## src/rtl/bcd2binary_reverse_dabble.sv

```systemverilog
// Packed-BCD to binary converter using reverse double-dabble.
// Each cycle in CONV shifts the {bcd, binary} register right by one bit, then
// subtracts 3 from every BCD digit that is now >= 8. After BIN_WIDTH shifts the
// binary field holds the value. Input words with a digit > 9 are flagged as errors
// and are not converted.
module bcd2binary_reverse_dabble #(
  parameter int unsigned DIGITS    = 3,
  parameter int unsigned BIN_WIDTH = 10
) (
  input  logic                  clk,
  input  logic                  rst,
  input  logic                  in_valid,
  output logic                  in_ready,
  input  logic [4*DIGITS-1:0]   in_bcd,
  output logic                  out_valid,
  input  logic                  out_ready,
  output logic [BIN_WIDTH-1:0]  out_binary,
  output logic                  out_err
);

  localparam int unsigned BcdW  = 4 * DIGITS;
  localparam int unsigned WorkW = BcdW + BIN_WIDTH;
  localparam int unsigned CntW  = $clog2(BIN_WIDTH + 1);

  typedef enum logic [1:0] {StIdle, StConv, StDone} state_e;

  state_e               state_q, state_d;
  logic [BcdW-1:0]      bcd_q, bcd_d;
  logic [BIN_WIDTH-1:0] bin_q, bin_d;
  logic [CntW-1:0]      cnt_q, cnt_d;
  logic [BIN_WIDTH-1:0] out_binary_q, out_binary_d;
  logic                 out_err_q, out_err_d;

  logic [WorkW-1:0]     shifted;
  logic [BcdW-1:0]      bcd_fix;
  logic [BIN_WIDTH-1:0] bin_sh;
  logic                 illegal;
  logic                 last_iter;

  // One reverse-dabble step: shift right, then correct each digit independently.
  always_comb begin
    shifted = {bcd_q, bin_q} >> 1;
    bin_sh  = shifted[BIN_WIDTH-1:0];
    bcd_fix = shifted[WorkW-1 -: BcdW];
    for (int i = 0; i < int'(DIGITS); i++) begin
      if (bcd_fix[4*i +: 4] >= 4'd8) begin
        bcd_fix[4*i +: 4] = bcd_fix[4*i +: 4] - 4'd3;
      end
    end
  end

  // Flag any input nibble outside 0..9.
  always_comb begin
    illegal = 1'b0;
    for (int i = 0; i < int'(DIGITS); i++) begin
      if (in_bcd[4*i +: 4] > 4'd9) begin
        illegal = 1'b1;
      end
    end
  end

  assign last_iter = (cnt_q == CntW'(BIN_WIDTH - 1));

  // Next-state and datapath control.
  always_comb begin
    state_d      = state_q;
    bcd_d        = bcd_q;
    bin_d        = bin_q;
    cnt_d        = cnt_q;
    out_binary_d = out_binary_q;
    out_err_d    = out_err_q;
    unique case (state_q)
      StIdle: begin
        if (in_valid) begin
          if (illegal) begin
            out_binary_d = '0;
            out_err_d    = 1'b1;
            state_d      = StDone;
          end else begin
            bcd_d   = in_bcd;
            bin_d   = '0;
            cnt_d   = '0;
            state_d = StConv;
          end
        end
      end
      StConv: begin
        bcd_d = bcd_fix;
        bin_d = bin_sh;
        cnt_d = cnt_q + CntW'(1);
        if (last_iter) begin
          out_binary_d = bin_sh;
          out_err_d    = 1'b0;
          state_d      = StDone;
        end
      end
      StDone: begin
        if (out_ready) begin
          state_d = StIdle;
        end
      end
      default: state_d = StIdle;
    endcase
  end

  // State and datapath registers; reset abandons any word in flight.
  always_ff @(posedge clk or posedge rst) begin
    if (rst) begin
      state_q      <= StIdle;
      bcd_q        <= '0;
      bin_q        <= '0;
      cnt_q        <= '0;
      out_binary_q <= '0;
      out_err_q    <= 1'b0;
    end else begin
      state_q      <= state_d;
      bcd_q        <= bcd_d;
      bin_q        <= bin_d;
      cnt_q        <= cnt_d;
      out_binary_q <= out_binary_d;
      out_err_q    <= out_err_d;
    end
  end

  assign in_ready   = (state_q == StIdle);
  assign out_valid  = (state_q == StDone);
  assign out_binary = out_binary_q;
  assign out_err    = out_err_q;

  // A legal word must leave no residue in the BCD field after the last shift.
  a_bcd_drained: assert property (@(posedge clk) disable iff (rst)
    (state_q == StConv && last_iter) |-> (bcd_fix == '0));

endmodule
```

## config.mk

```make
export PLATFORM = sky130hd
export DESIGN_NAME = bcd2binary_reverse_dabble
export DESIGN_NICKNAME = d
export VERILOG_FILES = /design/src/rtl/bcd2binary_reverse_dabble.sv
export SDC_FILE = /design/constraint.sdc
export NUM_CORES = 1
export LEC_CHECK = 0
export ABC_CLOCK_PERIOD_IN_PS = 2000
export BUFFER_PORTS_ARGS = -buffer_cell sky130_fd_sc_hd__buf_2
export CAP_MARGIN = 20
export CORE_MARGIN = 2
export CORE_UTILIZATION = 23
export DETAILED_ROUTE_END_ITERATION = 12
export SLEW_MARGIN = 20
export SYNTH_ARGS = -nofsm -noshare
export SYNTH_HDL_FRONTEND = slang
export SYNTH_SLANG_ARGS = --single-unit
```

## constraint.sdc

```tcl
create_clock -name clk -period 2 [get_ports clk]
set_clock_uncertainty 0.15 [all_clocks]
set_input_delay 0.4 -clock clk [delete_from_list [all_inputs] [get_ports clk]]
set_output_delay 0.4 -clock clk [all_outputs]
set_load 0.005 [all_outputs]
```

==> report_table.html, run 1 <==
<table>
<tr><th>Metric</th><th>Value</th></tr>
<tr><th colspan="2">Timing</th></tr>
<tr><td>Share of the clock period used by the worst path</td><td>83.84%</td></tr>
<tr><td>Final slew viol count</td><td>0</td></tr>
<tr><td>Total Neg Setup Slack</td><td>0 ps</td></tr>
<tr><td>Normalized max-slew margin</td><td>68.64%</td></tr>
<tr><td>Unrepaired setup endpoints after global routing</td><td>no</td></tr>
<tr><td>Pin slew with the least headroom to its limit</td><td>470.4 ps</td></tr>
<tr><td>F_max</td><td>0.5964 GHz</td></tr>
<tr><td>Count of endpoints failing setup in the final report</td><td>0</td></tr>
<tr><td>Time the worst path needs with I/O delays and setup</td><td>1677 ps</td></tr>
<tr><td>Final hold violation count</td><td>0</td></tr>
<tr><th colspan="2">Detailed routing</th></tr>
<tr><td>Number of vias in the routed layout</td><td>1340</td></tr>
<tr><td>Detailed-route wire length per cell</td><td>13.11 um</td></tr>
<tr><td>Routed vias/inst</td><td>4.512</td></tr>
<tr><td>Final Routed Wirelength</td><td>3893 um</td></tr>
<tr><td>Antenna-violating nets left</td><td>0</td></tr>
<tr><td>Drt pass-1 iters</td><td>5</td></tr>
<tr><td>Number of DRC markers in iteration 0</td><td>85</td></tr>
<tr><td>Final routed DRC violation total</td><td>0</td></tr>
<tr><th colspan="2">Synth</th></tr>
<tr><td>Number of warnings reported in the yosys synthesis log</td><td>0</td></tr>
<tr><td>Number of nets produced by synthesis</td><td>183</td></tr>
<tr><td>Mean instance size in the synthesized netlist</td><td>11.14 um^2</td></tr>
<tr><td>Fraction of the yosys area taken by sequential cells</td><td>53.00%</td></tr>
<tr><td>Number of distinct library cell variants in the gate-level netlist after synthesis</td><td>34</td></tr>
<tr><td>Synthesized area</td><td>1794 um^2</td></tr>
<tr><td>Cell count after synthesis</td><td>161</td></tr>
<tr><td>Number of synthesized register bits</td><td>38</td></tr>
<tr><th colspan="2">Floorplanning</th></tr>
<tr><td>Number of rows in the core area</td><td>32</td></tr>
<tr><td>DIE AREA</td><td>8524 um^2</td></tr>
<tr><td>Die boundary height</td><td>92.33 um</td></tr>
<tr><td>IO Count</td><td>29</td></tr>
<tr><td>Initial core utilization</td><td>23.46%</td></tr>
<tr><td>Floorplan core area</td><td>7647 um^2</td></tr>
<tr><td>Die extent in x</td><td>92.33 um</td></tr>
<tr><th colspan="2">GRT</th></tr>
<tr><td>Global route total overflow</td><td>0</td></tr>
<tr><td>Overall track demand over capacity in global routing</td><td>10.11%</td></tr>
<tr><td>Pin count of the biggest net entering global routing</td><td>39</td></tr>
<tr><td>Global-route wire length before repair</td><td>6665 um</td></tr>
<tr><td>Antenna violations before repair</td><td>0</td></tr>
<tr><td>Number of global-route vias before repair</td><td>1320</td></tr>
<tr><th colspan="2">Final layout</th></tr>
<tr><td>Post-layout instance area</td><td>2150 um^2</td></tr>
<tr><td>Most common cell after layout, fill and taps aside</td><td>dfrtp_1</td></tr>
<tr><td>Final core occ</td><td>28.11%</td></tr>
<tr><td>Commonest cells after routing, fill and taps aside</td><td>38 x dfrtp_1, 28 x buf_2, 20 x a22o_1, 11 x nor2_1, 11 x nand2_1</td></tr>
<tr><td>Area delta synth-&gt;final</td><td>19.80%</td></tr>
<tr><td>Diode count</td><td>0</td></tr>
<tr><td>Share of post-route cells with drive strength above 1</td><td>25.13%</td></tr>
<tr><td>Layout net count</td><td>217</td></tr>
<tr><td>Final Non-Filler Cells</td><td>297</td></tr>
<tr><th colspan="2">Setup path</th></tr>
<tr><td>Slack of the worst reg-to-reg path</td><td>340 ps</td></tr>
<tr><td>Arrival time at the worst endpoint</td><td>1130 ps</td></tr>
<tr><td>Max FO, Critical Path</td><td>8</td></tr>
<tr><td>Endpoint class of the critical path</td><td>primary output</td></tr>
<tr><td>List of cells traversed by the critical path</td><td>inv_1 -&gt; nor2_1 -&gt; buf_2</td></tr>
<tr><td>Maximum single-stage delay on the critical path</td><td>490 ps</td></tr>
<tr><td>Buf+Inv Stages, Crit Path</td><td>2</td></tr>
<tr><td>Required time reported for the critical path endpoint</td><td>1450 ps</td></tr>
<tr><td>Delay-heaviest family, CP</td><td>flip-flops</td></tr>
<tr><td>Beginning of the worst register-to-register path</td><td>state_q[1]</td></tr>
<tr><td>Critical Setup Path Class</td><td>flip-flop to primary output</td></tr>
<tr><td>Reg2reg path depth</td><td>5</td></tr>
<tr><td>Crit path launch type</td><td>flip-flop</td></tr>
<tr><td>CP max stage cell</td><td>dfrtp_1</td></tr>
<tr><td>Critical register-to-register path endpoint</td><td>bcd_q[7]</td></tr>
<tr><th colspan="2">Clock network</th></tr>
<tr><td>Number of buffers inserted by hold repair at cts</td><td>0</td></tr>
<tr><td>Clock tree root buffer cell</td><td>clkbuf_8</td></tr>
<tr><td>Clk slew on worst S/H paths</td><td>70 ps</td></tr>
<tr><td>Num CTS Buffers</td><td>5</td></tr>
<tr><td>Maximum buffer depth of the clock tree</td><td>2</td></tr>
<tr><td>Clock tree from TritonCTS</td><td>done</td></tr>
<tr><td>Resized cells post-CTS</td><td>0</td></tr>
<tr><td>Total number of clock tree sinks</td><td>38</td></tr>
<tr><td>Clock latency reported for the late side of the worst-skew pair</td><td>290 ps</td></tr>
<tr><td>Max H-tree Level</td><td>2</td></tr>
<tr><td>Post-CTS Setup Inserts</td><td>0</td></tr>
<tr><th colspan="2">Placement</th></tr>
<tr><td>Post-detail-place hpwl</td><td>2878 um</td></tr>
<tr><td>Gpl congestion</td><td>0.7364</td></tr>
<tr><td>Number of I/O port buffers</td><td>28</td></tr>
<tr><td>Placement-stage cell area</td><td>2071 um^2</td></tr>
<tr><td>Number of placed cells counting well taps</td><td>290</td></tr>
<tr><th colspan="2">Power and ir drop</th></tr>
<tr><td>P per Cell Area</td><td>1307 nW/um^2</td></tr>
<tr><td>Final Power</td><td>2.811 mW</td></tr>
<tr><td>Worst vdd ir</td><td>0.0004638 V</td></tr>
<tr><td>Leak pwr</td><td>1.033 nW</td></tr>
<tr><th colspan="2">Run</th></tr>
<tr><td># Max-Cap Violations</td><td>0</td></tr>
<tr><th colspan="2">Status</th></tr>
<tr><td>Result of the run</td><td>finished, final reports clean</td></tr>
<tr><th colspan="2">Hold path</th></tr>
<tr><td>Type of the worst min-delay path</td><td>input pin to asynchronous set/reset pin</td></tr>
</table>
[power breakdown]
| group | switching [mW] | internal, mW | total, mW |
|---|---|---|---|
| sequential | 0.237 | 1.01 | 1.25 |
| combinational | 0.570 | 0.503 | 1.07 |
| clock | 0.258 | 0.234 | 0.492 |
[tightest hold or removal path: cells and delay by family]
family                 cells  cell delay, ps
buffers and inverters      3             540
[worst max-delay path by stage]
| stage | endpoint | cells past startpoint | slack [ps] | from |
|---|---|---|---|---|
| floorplan | bcd_q[1] | 3 | 480 | in_bcd[10] |
| global placement | bcd_q[1] | 5 | 160 | in_bcd[10] |
| detailed placement | bcd_q[1] | 5 | 130 | in_bcd[10] |
| CTS | out_valid | 3 | 310 | state_q[1] |
| global route | bcd_q[7] | 5 | 210 | state_q[1] |
| finish | out_valid | 3 | 320 | state_q[1] |
[Yosys cell counts (all sizes together)]
cell type,n,area [um^2]
o31ai,1,7.510
o21ai,13,72.57
mux2i,5,50.05
inv,8,30.03
o22ai,1,6.260
clkbuf,1,3.750
a311o,1,10.01
a221o,1,10.01
xnor2,4,35.03
a32oi,1,8.760
a211o,2,17.52
a21o,1,7.510
nor3,4,25.02
dfrtp,38,950.9
nor2b,5,36.29
a31oi,3,18.77
nand2b,4,25.02
ha,6,75.07
a22o,20,175.2
a32o,1,10.01
nand2,11,41.29
nor2,11,41.29
a21oi,8,40.04
nand3,2,10.01
a41oi,1,27.53
buf,7,52.54
and3,1,6.260
[state kept, by name (all words and copies together) (netlist names)]
register	cells
cnt_q	4
bcd_q	12
out_binary	10
state_q	2
out_err	1
bin_q	9
[through the flow]
step	setup WS, ps	hold slack, ps
2_1_floorplan	476.2	297.9
3_3_place_gp	164.2	320.4
3_5_place_dp	129.7	331.5
4_1_cts	306.6	86.22
5_1_grt	207.9	136.6
6_report	323.2	53.98
[routing by layer]
metal	part of all wire, %	routed length (um)	vias to the layer above	global-route usage [%]
li1	-	-	647	-
met2	42	1650	32	14.17
met3	3.6	141	6	2.197
met5	0	0	-	0
met1	52	2015	655	14.69
met4	2.2	86	0	4.851
[logic make-up after synthesis]
kind of cell	synth area share [%]
flops	53.00
xor+xnor	1.952
buf+inv	4.811
compound gates	22.94
fa+ha+maj	4.184
mux	2.790
simple gates	10.32
[layout make-up]
| cell class | instances | area [um^2] |
|---|---|---|
| clock buffer | 5 | 68.82 |
| clock inverter | 2 | 10.01 |
| fill | 802 | 5498 |
| inverter | 8 | 30.03 |
| multi-input combinational | 107 | 757.0 |
| sequential | 38 | 950.9 |
| tap | 102 | 127.6 |
| timing repair buffer | 35 | 205.2 |
Note: power is estimated with default switching activity, not from simulation.
==> inputs of run 2 (changes only) <==
--- a/config.mk
+++ b/config.mk
@@ -5,7 +5,7 @@
 export SDC_FILE = /design/constraint.sdc
 export NUM_CORES = 1
 export LEC_CHECK = 0
-export ABC_CLOCK_PERIOD_IN_PS = 2000
+export ABC_CLOCK_PERIOD_IN_PS = 1600
 export BUFFER_PORTS_ARGS = -buffer_cell sky130_fd_sc_hd__buf_2
 export CAP_MARGIN = 20
 export CORE_MARGIN = 2
==> constraint.sdc (replaced) <==
create_clock -name clk -period 1.6 [get_ports clk]
set_clock_uncertainty 0.15 [all_clocks]
set_input_delay 0.32 -clock clk [delete_from_list [all_inputs] [get_ports clk]]
set_output_delay 0.32 -clock clk [all_outputs]
set_load 0.005 [all_outputs]
==> run 2 against run 1 <==
Effect of this change: register-to-register slack lost 280 ps; routed wire length grew 14%; setup slack lost 290 ps; sequential share of layout area shrank 5.2 points; sequential power grew 26%; clock power grew 69%; clock-buffer cell count is the same; combinational power grew 64%; power grew 48%; global-route usage grew 0.69 points; via count grew 6.9%; final cell count grew 7.7%; critical endpoint unchanged.
==> report_table.html, run 2 (same netlist as run 1, synthesis figures left out) <==
<table>
<tr><th>Metric</th><th>Value</th></tr>
<tr><th colspan="2">Status</th></tr>
<tr><td>Result of the run</td><td>finished, final reports clean</td></tr>
<tr><th colspan="2">Run</th></tr>
<tr><td># Max-Cap Violations</td><td>0</td></tr>
<tr><th colspan="2">Setup path</th></tr>
<tr><td>Buf+Inv Stages, Crit Path</td><td>2</td></tr>
<tr><td>CP max stage cell</td><td>dfrtp_2</td></tr>
<tr><td>Reg2reg path depth</td><td>6</td></tr>
<tr><td>Endpoint class of the critical path</td><td>primary output</td></tr>
<tr><td>Number of stages on the worst setup path</td><td>3</td></tr>
<tr><td>Arrival time at the worst endpoint</td><td>1100 ps</td></tr>
<tr><td>Crit path launch type</td><td>flip-flop</td></tr>
<tr><td>List of cells traversed by the critical path</td><td>inv_1 -&gt; nor2_1 -&gt; buf_2</td></tr>
<tr><td>Max FO, Critical Path</td><td>7</td></tr>
<tr><td>Maximum single-stage delay on the critical path</td><td>480 ps</td></tr>
<tr><td>Delay-heaviest family, CP</td><td>flip-flops</td></tr>
<tr><td>Critical Setup Path Class</td><td>flip-flop to primary output</td></tr>
<tr><td>Required time reported for the critical path endpoint</td><td>1130 ps</td></tr>
<tr><th colspan="2">Clock network</th></tr>
<tr><td>Total number of clock tree sinks</td><td>38</td></tr>
<tr><td>Maximum buffer depth of the clock tree</td><td>2</td></tr>
<tr><td>Clk slew on worst S/H paths</td><td>80 ps</td></tr>
<tr><td>Clock latency reported for the late side of the worst-skew pair</td><td>290 ps</td></tr>
<tr><td>Clock tree root buffer cell</td><td>clkbuf_8</td></tr>
<tr><td>Clock tree from TritonCTS</td><td>done</td></tr>
<tr><td>Max H-tree Level</td><td>2</td></tr>
<tr><td>Num CTS Buffers</td><td>5</td></tr>
<tr><th colspan="2">Timing</th></tr>
<tr><td>F_max</td><td>0.6383 GHz</td></tr>
<tr><td>Time the worst path needs with I/O delays and setup</td><td>1567 ps</td></tr>
<tr><td>Final hold violation count</td><td>0</td></tr>
<tr><td>Unrepaired setup endpoints after global routing</td><td>yes</td></tr>
<tr><td>Crit path setup slack, layout</td><td>33.24 ps</td></tr>
<tr><td>Count of endpoints failing setup in the final report</td><td>0</td></tr>
<tr><td>Pin slew with the least headroom to its limit</td><td>449.4 ps</td></tr>
<tr><td>Normalized max-slew margin</td><td>69.81%</td></tr>
<tr><td>Final slew viol count</td><td>0</td></tr>
<tr><td>Final Hold Slack</td><td>59.88 ps</td></tr>
<tr><td>Share of the clock period used by the worst path</td><td>97.92%</td></tr>
<tr><th colspan="2">Floorplanning</th></tr>
<tr><td>Floorplan core area</td><td>7647 um^2</td></tr>
<tr><td>Number of rows in the core area</td><td>32</td></tr>
<tr><td>DIE AREA</td><td>8524 um^2</td></tr>
<tr><td>Initial core utilization</td><td>23.46%</td></tr>
<tr><td>Die extent in x</td><td>92.33 um</td></tr>
<tr><td>IO Count</td><td>29</td></tr>
<tr><td>Die boundary height</td><td>92.33 um</td></tr>
<tr><th colspan="2">Power and ir drop</th></tr>
<tr><td>P per Cell Area</td><td>1701 nW/um^2</td></tr>
<tr><td>Seq pwr share</td><td>38.0%</td></tr>
<tr><td>Switching power summed over all nets</td><td>1.519 mW</td></tr>
<tr><td>Worst vdd ir</td><td>0.0004463 V</td></tr>
<tr><td>Net switching share of the total power</td><td>36.55%</td></tr>
<tr><td>Leak pwr</td><td>1.165 nW</td></tr>
<tr><td>Combinational power share</td><td>42.0%</td></tr>
<tr><td>Proportion of power drawn by the clock network</td><td>20.0%</td></tr>
<tr><td>Cell internal pwr</td><td>2.638 mW</td></tr>
<tr><th colspan="2">Hold path</th></tr>
<tr><td>Type of the worst min-delay path</td><td>input pin to flip-flop</td></tr>
<tr><td>Count of cells along the worst hold path</td><td>2</td></tr>
<tr><th colspan="2">Placement</th></tr>
<tr><td>Worst setup timing slack at the placement stage</td><td>-146.5 ps</td></tr>
<tr><td>Post-detail-place hpwl</td><td>3025 um</td></tr>
<tr><td>Number of I/O port buffers</td><td>28</td></tr>
<tr><td>Number of placed cells counting well taps</td><td>302</td></tr>
<tr><td>Gpl congestion</td><td>0.7668</td></tr>
<tr><th colspan="2">Final layout</th></tr>
<tr><td>Final Non-Filler Cells</td><td>320</td></tr>
<tr><td>Most common cell after layout, fill and taps aside</td><td>dfrtp_1</td></tr>
<tr><td>Largest register FFs</td><td>12</td></tr>
<tr><td>Register with the highest flop count</td><td>bcd_q</td></tr>
<tr><td>Commonest cells after routing, fill and taps aside</td><td>36 x dfrtp_1, 28 x buf_2, 23 x buf_4, 20 x a22o_1, 10 x nor2_1</td></tr>
<tr><td>Layout net count</td><td>239</td></tr>
<tr><td>Area delta synth-&gt;final</td><td>36.19%</td></tr>
<tr><td>Diode count</td><td>0</td></tr>
<tr><td>Final core occ</td><td>31.95%</td></tr>
<tr><td>Share of post-route cells with drive strength above 1</td><td>37.16%</td></tr>
<tr><th colspan="2">GRT</th></tr>
<tr><td>Global-route wire length before repair</td><td>7169 um</td></tr>
<tr><td>Number of global-route vias before repair</td><td>1423</td></tr>
<tr><td>Pin count of the biggest net entering global routing</td><td>39</td></tr>
<tr><td>Overall track demand over capacity in global routing</td><td>10.80%</td></tr>
<tr><td>Antenna violations before repair</td><td>0</td></tr>
<tr><td>Global route total overflow</td><td>0</td></tr>
<tr><th colspan="2">Detailed routing</th></tr>
<tr><td>Routed vias/inst</td><td>4.478</td></tr>
<tr><td>Final Routed Wirelength</td><td>4438 um</td></tr>
<tr><td>Number of vias in the routed layout</td><td>1433</td></tr>
<tr><td>Detailed-route wire length per cell</td><td>13.87 um</td></tr>
<tr><td>Final routed DRC violation total</td><td>0</td></tr>
<tr><td>Antenna-violating nets left</td><td>0</td></tr>
<tr><td>Number of DRC markers in iteration 0</td><td>68</td></tr>
<tr><td>Drt pass-1 iters</td><td>4</td></tr>
</table>
run 2: cell types whose count changed in the layout (fill, tap and decap cells not counted), sizes merged:
cell / before / now
dlygate4sd3: 0 / 1
clkinv: 2 / 0
buf: 35 / 56
clkinvlp: 0 / 2
bufinv: 0 / 1
run 2: final cells by class:
| type | instances | area, um^2 |
|---|---|---|
| fillers | 772 | 5204 |
| flip-flops and latches | 38 | 953.4 |
| multi-input cells | 107 | 810.8 |
| repair buffers | 57 | 405.4 |
| well taps | 102 | 127.6 |
| clock buffers | 5 | 68.82 |
| clock inverters | 3 | 45.04 |
| inverters | 8 | 32.53 |
run 2: worst reg2reg max path, cell delays in order (launching register included):
cell and delay, ps:
dfrtp_2 480, nor2b_4 170, a41oi_4 170, buf_12 210, buf_12 130, nand2_1 70
o21ai_2 50
run 2: worst paths after layout:
path                            startpoint  slack [ps]       endpoint
worst min-delay path             out_ready          60     state_q[1]
worst max register to register  state_q[1]          60       bcd_q[8]
max in group asynchronous              rst         640       bcd_q[1]
worst max-delay path            state_q[1]          30      out_valid
worst min register to register    bcd_q[9]         350       bcd_q[9]
min in group asynchronous              rst         460  out_binary[0]
run 2: power by group through the flow:
stage	Sequential [mW]	Combinational [mW]	Clock [mW]
2_1_floorplan	1.50	1.05	0
3_3_place_gp	1.56	1.43	0
3_5_place_dp	1.57	1.46	0
4_1_cts	1.55	1.54	0.853
5_1_grt	1.64	1.94	0.898
6_report	1.58	1.75	0.830
run 2: per-layer routing:
metal / routed length (um) / vias to the layer above / global-route usage, %
met2: 1985 / 32 / 15.63
met3: 140 / 4 / 2.685
met4: 77 / 0 / 3.731
met1: 2234 / 700 / 15.64
met5: 0 / - / 0
li1: - / 697 / -
run 2: stage by stage:
stage / TNS (ps) / total power, mW / cell area, um^2
after CTS: 0 / 3.945 / 2328
after global routing: -159.7 / 4.475 / 2444
after floorplan: 0 / 2.548 / 1794
after detailed placement: -1712 / 3.028 / 2173
final: 0 / 4.157 / 2444
after global placement: -1319 / 2.983 / 2173
run 2: timing repair:
action                                  4_1_cts  5_1_grt
setup buffers                                 4        4
hold endpoints to repair                     38        0
hold buffers                                  1        0
gates resized for setup                       1       19
pin swaps                                     1        1
cloned                                        0        1
endpoints found under the setup margin       12       19
